## src/rtl/gelu_lut_pkg.sv

```systemverilog
// Shared definitions for the GELU segment LUT and its runtime loader.
package gelu_lut_pkg;

   localparam int LUT_ADDR_WIDTH = 4;
   localparam int LUT_DATA_WIDTH = 20;
   localparam int LUT_DEPTH      = 1 << LUT_ADDR_WIDTH;

   typedef enum logic [2:0] {
      IDLE,
      LOAD,
      DRAIN,
      VERIFY,
      CHECK,
      DONE,
      ERR
   } lut_ld_state_e;

endpackage

```

## src/rtl/gelu_lut_csum.sv

```systemverilog
// Additive checksum accumulator (modulo 2^CSUM_WIDTH) with synchronous clear.
module gelu_lut_csum
   import gelu_lut_pkg::*;
#(
   parameter int DATA_WIDTH = LUT_DATA_WIDTH,
   parameter int CSUM_WIDTH = LUT_DATA_WIDTH + LUT_ADDR_WIDTH
) (
   input  logic                  clk,
   input  logic                  rst_n,
   input  logic                  clr_i,
   input  logic                  en_i,
   input  logic [DATA_WIDTH-1:0] data_i,
   output logic [CSUM_WIDTH-1:0] sum_o
);

   logic [CSUM_WIDTH-1:0] sum_q;
   logic [CSUM_WIDTH-1:0] sum_d;

   // Clear wins over accumulate so a restart never folds in a stale word.
   always_comb begin
      sum_d = sum_q;
      if (clr_i) begin
         sum_d = '0;
      end else if (en_i) begin
         sum_d = sum_q + CSUM_WIDTH'(data_i);
      end
   end

   always_ff @(posedge clk or negedge rst_n) begin
      if (!rst_n) begin
         sum_q <= '0;
      end else begin
         sum_q <= sum_d;
      end
   end

   assign sum_o = sum_q;

endmodule

```

## src/rtl/gelu_lut_loader.sv

```systemverilog
// Streams LUT entries into the GELU segment table (port A) and optionally
// reads them back through port B, comparing additive checksums.
module gelu_lut_loader
   import gelu_lut_pkg::*;
#(
   parameter int ADDR_WIDTH = LUT_ADDR_WIDTH,
   parameter int DATA_WIDTH = LUT_DATA_WIDTH,
   parameter int CSUM_WIDTH = DATA_WIDTH + ADDR_WIDTH
) (
   input  logic                  clk,
   input  logic                  rst_n,
   input  logic                  start,
   input  logic                  verify_en,
   input  logic [DATA_WIDTH-1:0] s_data,
   input  logic                  s_valid,
   output logic                  s_ready,
   output logic [ADDR_WIDTH-1:0] ram_addr_a,
   output logic [DATA_WIDTH-1:0] ram_data_a,
   output logic                  ram_we_a,
   output logic [ADDR_WIDTH-1:0] ram_addr_b,
   input  logic [DATA_WIDTH-1:0] ram_q_b,
   output logic                  busy,
   output logic                  done,
   output logic                  err
);

   // Counters carry one extra bit so the terminal count never aliases address 0.
   localparam logic [ADDR_WIDTH:0] CNT_LAST  = {1'b0, {ADDR_WIDTH{1'b1}}};
   localparam logic [ADDR_WIDTH:0] CNT_DEPTH = {1'b1, {ADDR_WIDTH{1'b0}}};

   lut_ld_state_e           state_q;
   logic [ADDR_WIDTH:0]     wr_cnt_q;
   logic [ADDR_WIDTH:0]     rd_cnt_q;
   logic [ADDR_WIDTH:0]     wr_cnt_d;
   logic [ADDR_WIDTH:0]     rd_cnt_d;
   logic                    verify_q;
   logic                    rd_vld_q;
   logic                    we_a_q;
   logic [ADDR_WIDTH-1:0]   addr_a_q;
   logic [DATA_WIDTH-1:0]   data_a_q;
   logic [ADDR_WIDTH-1:0]   addr_b_q;
   logic                    busy_q;
   logic                    done_q;
   logic                    err_q;

   logic                    start_ok;
   logic                    handshake;
   logic                    rd_acc;
   logic [CSUM_WIDTH-1:0]   csum_wr;
   logic [CSUM_WIDTH-1:0]   csum_rd;

   assign s_ready   = (state_q == LOAD);
   assign handshake = s_valid && s_ready;
   assign start_ok  = start && ((state_q == IDLE) || (state_q == DONE) || (state_q == ERR));
   assign rd_acc    = rd_vld_q && (state_q == VERIFY);
   assign wr_cnt_d  = wr_cnt_q + 1'b1;
   assign rd_cnt_d  = rd_cnt_q + 1'b1;

   gelu_lut_csum #(
      .DATA_WIDTH (DATA_WIDTH),
      .CSUM_WIDTH (CSUM_WIDTH)
   ) u_csum_wr (
      .clk    (clk),
      .rst_n  (rst_n),
      .clr_i  (start_ok),
      .en_i   (handshake),
      .data_i (s_data),
      .sum_o  (csum_wr)
   );

   gelu_lut_csum #(
      .DATA_WIDTH (DATA_WIDTH),
      .CSUM_WIDTH (CSUM_WIDTH)
   ) u_csum_rd (
      .clk    (clk),
      .rst_n  (rst_n),
      .clr_i  (start_ok),
      .en_i   (rd_acc),
      .data_i (ram_q_b),
      .sum_o  (csum_rd)
   );

   always_ff @(posedge clk or negedge rst_n) begin
      if (!rst_n) begin
         state_q  <= IDLE;
         wr_cnt_q <= '0;
         rd_cnt_q <= '0;
         verify_q <= 1'b0;
         rd_vld_q <= 1'b0;
         we_a_q   <= 1'b0;
         addr_a_q <= '0;
         data_a_q <= '0;
         addr_b_q <= '0;
         busy_q   <= 1'b0;
         done_q   <= 1'b0;
         err_q    <= 1'b0;
      end else begin
         we_a_q <= 1'b0;
         case (state_q)
            IDLE, DONE, ERR: begin
               if (start) begin
                  done_q   <= 1'b0;
                  err_q    <= 1'b0;
                  wr_cnt_q <= '0;
                  rd_cnt_q <= '0;
                  rd_vld_q <= 1'b0;
                  verify_q <= verify_en;
                  busy_q   <= 1'b1;
                  state_q  <= LOAD;
               end
            end
            LOAD: begin
               if (s_valid) begin
                  we_a_q   <= 1'b1;
                  addr_a_q <= wr_cnt_q[ADDR_WIDTH-1:0];
                  data_a_q <= s_data;
                  wr_cnt_q <= wr_cnt_d;
                  if (wr_cnt_q == CNT_LAST) begin
                     state_q <= DRAIN;
                  end
               end
            end
            // The last write lands during DRAIN, so readback never races it.
            DRAIN: begin
               if (verify_q) begin
                  rd_cnt_q <= '0;
                  rd_vld_q <= 1'b0;
                  addr_b_q <= '0;
                  state_q  <= VERIFY;
               end else begin
                  done_q  <= 1'b1;
                  busy_q  <= 1'b0;
                  state_q <= DONE;
               end
            end
            VERIFY: begin
               if (rd_cnt_q != CNT_DEPTH) begin
                  rd_vld_q <= 1'b1;
                  rd_cnt_q <= rd_cnt_d;
                  addr_b_q <= rd_cnt_d[ADDR_WIDTH-1:0];
               end else begin
                  rd_vld_q <= 1'b0;
                  state_q  <= CHECK;
               end
            end
            CHECK: begin
               busy_q <= 1'b0;
               if (csum_rd == csum_wr) begin
                  done_q  <= 1'b1;
                  state_q <= DONE;
               end else begin
                  err_q   <= 1'b1;
                  state_q <= ERR;
               end
            end
            default: begin
               busy_q  <= 1'b0;
               state_q <= IDLE;
            end
         endcase
      end
   end

   assign ram_we_a   = we_a_q;
   assign ram_addr_a = addr_a_q;
   assign ram_data_a = data_a_q;
   assign ram_addr_b = addr_b_q;
   assign busy       = busy_q;
   assign done       = done_q;
   assign err        = err_q;

endmodule

```

## config.mk

```make
export PLATFORM = sky130hd
export DESIGN_NAME = gelu_lut_loader
export DESIGN_NICKNAME = d
export VERILOG_FILES = /design/src/rtl/gelu_lut_pkg.sv /design/src/rtl/gelu_lut_csum.sv /design/src/rtl/gelu_lut_loader.sv
export SDC_FILE = /design/constraint.sdc
export NUM_CORES = 1
export LEC_CHECK = 0
export CAP_MARGIN = 20
export CORE_MARGIN = 5
export CORE_UTILIZATION = 35
export DETAILED_ROUTE_END_ITERATION = 10
export SETUP_SLACK_MARGIN = 0.5
export SYNTH_ARGS = -nofsm -noshare
export SYNTH_HDL_FRONTEND = slang
export SYNTH_HIERARCHICAL = 1
export SYNTH_SLANG_ARGS = --single-unit
export TNS_END_PERCENT = 50
```

## constraint.sdc

```tcl
create_clock -name clk -period 2.5 [get_ports clk]
set_input_delay 0.75 -clock clk [delete_from_list [all_inputs] [get_ports clk]]
set_output_delay 0.75 -clock clk [all_outputs]
set_load 0.01 [all_outputs]
```

==> flow_summary.toml <==
[cells_and_area]
syn2layout_area_growth_pct = 59.0
antenna_cells = 0
multi_input_comb_area_um2 = 5140
post_layout_nonfiller_instances = 1243
layout-drive-gt1-share_pct = 41.6
layout.cell_area.non_filler_um2 = 10500
filler_cell_count = 1621
finalNetCount = 1096
area.sequential_um2 = 2400

[floorplanning]
floorplan.die_area_um2 = 21800
std_cell_rows = 50
die_span_in_x_um = 148
core-area_um2 = 18700
initial_utilization_pct = 35.5
ioPinCount = 78
die_height_um = 148

[logic_synthesis]
syn-num-nets = 838
post_synth_xor_area_fraction_pct = 6.74
yosys.area_share.adder_pct = 9.21
synth_top_cells_by_count = "120 x sky130_fd_sc_hd__nand2_1, 95 x sky130_fd_sc_hd__dfrtp_1, 72 x sky130_fd_sc_hd__nor2_1"
post_synthesis_register_bit_count = 95
post_synth_edffs = 0
synth.yosys.seq_area_share_pct = 35.8
synthCells = 746
synth-simple-area-share_pct = 19.6
synth.area.mux_share_pct = 4.43
dominant_combinational_cell_family_by_area_after_synthesis = "compound AO/OA/AOI/OAI gates"
synth.avg_cell_area_um2 = 8.89
post_synth_main_area_contributors = "sky130_fd_sc_hd__dfrtp_1 36%, sky130_fd_sc_hd__ha_1 8.3%, sky130_fd_sc_hd__nand2_1 6.8%, sky130_fd_sc_hd__nor2_1 4.1%, sky130_fd_sc_hd__xnor2_1 4.0%"
synth.top_cell.area_share_pct = 35.8
ys.warnings.count = 6
yosys.area.top_type = "sky130_fd_sc_hd__dfrtp_1"
ys.flop_type = "sky130_fd_sc_hd__dfrtp_1"
postSynth.asyncResetShare_pct = 100
synth.cell_area_um2 = 6630
synth_most_common_cell = "sky130_fd_sc_hd__nand2_1"
synthDistinctLibCells = 72
synth_compound_area_share_pct = 21.2

[grt]
antenna_found_initial = 0
global_route.overflow_total = 0
grt_max_degree = 35
grt_pass1_wl_um = 32900
peak_usage_layer_in_the_global_routing_report = "met2"
first_global_vias = 6594
global_route_met2_usage_pct = 31.1
grt_use_total_pct = 18.4
groute.layer.met1.usage_pct = 24.2
met3_track_demand_over_resource_in_global_routing_pct = 3.65

[setup_path]
crit_arrival_ns = 2.49
setup.worst_path.class = "in2reg"
timing.critical_path.from = "s_data[0]"
critical_path_peak_fanout = 3
timing.critical_path.slowest_cell_delay_ns = 0.41
critPathLaunchType = "primary input"
timing.critical_path.slowest_stage_cell = "sky130_fd_sc_hd__fa_2"
timing.critical_path.required_ns = 2.74
worst_path_dominant_cell_family = "compound AO/OA/AOI/OAI gates"
worst_setup_end_kind = "flip-flop"
cp_num_buf_inv = 1
worst_r2r_startpoint = "u_csum_rd/sum_o[0]$_DFFE_PN0P_"
critical_path.cell_chain = "buf_8 -> ha_4 -> fa_2 -> a21oi_2 -> o21ai_2 -> a22oi_2 -> a21oi_2 -> or3_1 -> a32o_1"
timing.critical_path.mode_cell = "sky130_fd_sc_hd__a21oi_2"

[detailed_routing]
detail_route.first_pass.iterations = 4
antenna_left = 0
first_iter_violations = 329
drc = 0
post_drt_wl_per_cell_um = 16.9
vias_per_cell = 5.33
route.vias.total = 6619
totalWireLength_um = 21000

[power]
power-per-cell-area_nw_per_um2 = 1170
vdd_drop_max_uv = 498
cellLeakagePower_uw = 0.00464

[clocking]
clkTransAtPathRegs_ns = 0.07
cts_made_buffers = 9
ctsHtreeMaxLevel = 3
tritoncts_clock_tree = "built"
cts_root_buf = "sky130_fd_sc_hd__clkbuf_16"
worst_skew_pair.late_latency_ns = 0.35
clock_path_buffers = 2
cts.sinks = 95

[placement]
total_instance_count_after_detailed_placement = 1163
globalplace.congestion = 0.868
placement.io_buffers = 77
post_dp_hpwl_um = 14300
placedInstanceArea_um2 = 8910

[sta]
slew_headroom_pct = 65.3
tightest_slew_ns = 0.515
final_hold_viol_count = 0
finalCritPeriodShare_pct = 90.3
timing.fmax_ghz = 0.443
grt_setup_unrepaired = "true"
slew_violations = 0
clock-skew-final_ns = 0.00830
finalSetupViolCount = 0
timing.final.crit_period_ns = 2.26

[min_path]
min_path_type = "in2async"

[job]
drv_cap = 0

[status]
outcome = "finished, final reports clean"
area by class of cell:
class                           count  share of cell area, %
Multi-Input combinational cell    607                   48.7
Inverter                           18                  0.676
Clock buffer                       14                   2.60
Sequential cell                    95                   22.7
Timing Repair Buffer              273                   22.4
Tap cell                          234                   2.78
Clock inverter                      2                  0.131
layer usage:
layer / part of all wire, % / wire length [um]
met4: 1.8 / 378
met2: 49 / 10200
met5: 0 / 0
met1: 45 / 9550
met3: 4.2 / 881
metrics by stage:
stage | util [%] | setup TNS [ns] | hold WS (ns) | power, uW | worst slack, ns
floorplan | - | 0 | 0.454 | 6640 | 0.00397
global placement | 47.6 | -13.67 | 0.458 | 9030 | -0.538
detailed placement | 47.6 | -14.33 | 0.461 | 9110 | -0.551
CTS | 53.9 | 0 | 0.335 | 11600 | 0.234
global route | 56.4 | 0 | 0.357 | 13200 | 0.147
finish | 56.4 | 0 | 0.329 | 12300 | 0.242
cell usage in the layout (no fill, tap or decap), drive strengths merged, types with 10 or more instances in the layout:
cell type and instances:
a211oi 15, a21o 15, a21oi 53, buf 225
clkbuf 17, clkdlybuf4s50 33, dfrtp 95, ha 44
inv 16, mux2i 20, nand2 123, nand3 17
nand4 11, nor2 74, nor3 10, o21ai 42
xnor2 30, xor2 21
repair_timing:
action	in CTS	in global routing
hold buffers	0	0
resized for setup	259	80
pin swaps	113	73
cloned	1	0
setup endpoints to repair	74	93
setup buffers	37	26
registers in the layout, summed over array words and instances, names as in the netlist:
signal           flops
busy                 1
ram_we_a             1
err                  1
ram_addr_a           4
rd_vld_q             1
state_q              3
ram_data_a          20
verify_q             1
u_csum_rd/sum_o     24
ram_addr_b           4
wr_cnt_q             5
done                 1
rd_cnt_q             5
u_csum_wr/sum_o     24
kinds of logic after synthesis:
group	Yosys count
AO/OA/AOI/OAI	204
multiplexers	28
adder cells (fa/ha/maj)	47
XOR/XNOR	51
flip-flops	95
AND/OR/NAND/NOR	277
buffers and inverters	44
power breakdown:
part           total (uW)  switching [uW]  internal [uW]  leakage (uW)
Clock                1370             611            759      0.000143
Combinational        8260            3890           4370       0.00326
Sequential           2710             620           2090       0.00124
Total               12300            5130           7210       0.00464
final timing paths:
check / endpoint / slack, ns / cells after the start
worst max-delay path: u_csum_wr/sum_o[14]$_DFFE_PN0P_ / 0.24 / 9
max in group asynchronous: u_csum_rd/sum_o[16]$_DFFE_PN0P_ / 1.56 / 2
worst max register to register: u_csum_rd/sum_o[16]$_DFFE_PN0P_ / 0.28 / 10
min in group clk: ram_data_a[19]$_DFFE_PN0P_ / 0.48 / 2
worst min register to register: ram_data_a[19]$_DFFE_PN0P_ / 0.48 / 2
worst min-delay path: wr_cnt_q[0]$_DFFE_PN0P_ / 0.33 / 1
worst register-to-register path, delay by kind of cell, from the launching register on:
kind / cells / cell delay, ns
compound gates: 5 / 0.69
xor+xnor: 1 / 0.17
fa+ha+maj: 2 / 0.55
buf+inv: 2 / 0.27
flops: 1 / 0.44
Power figures use the tool's default switching activity.
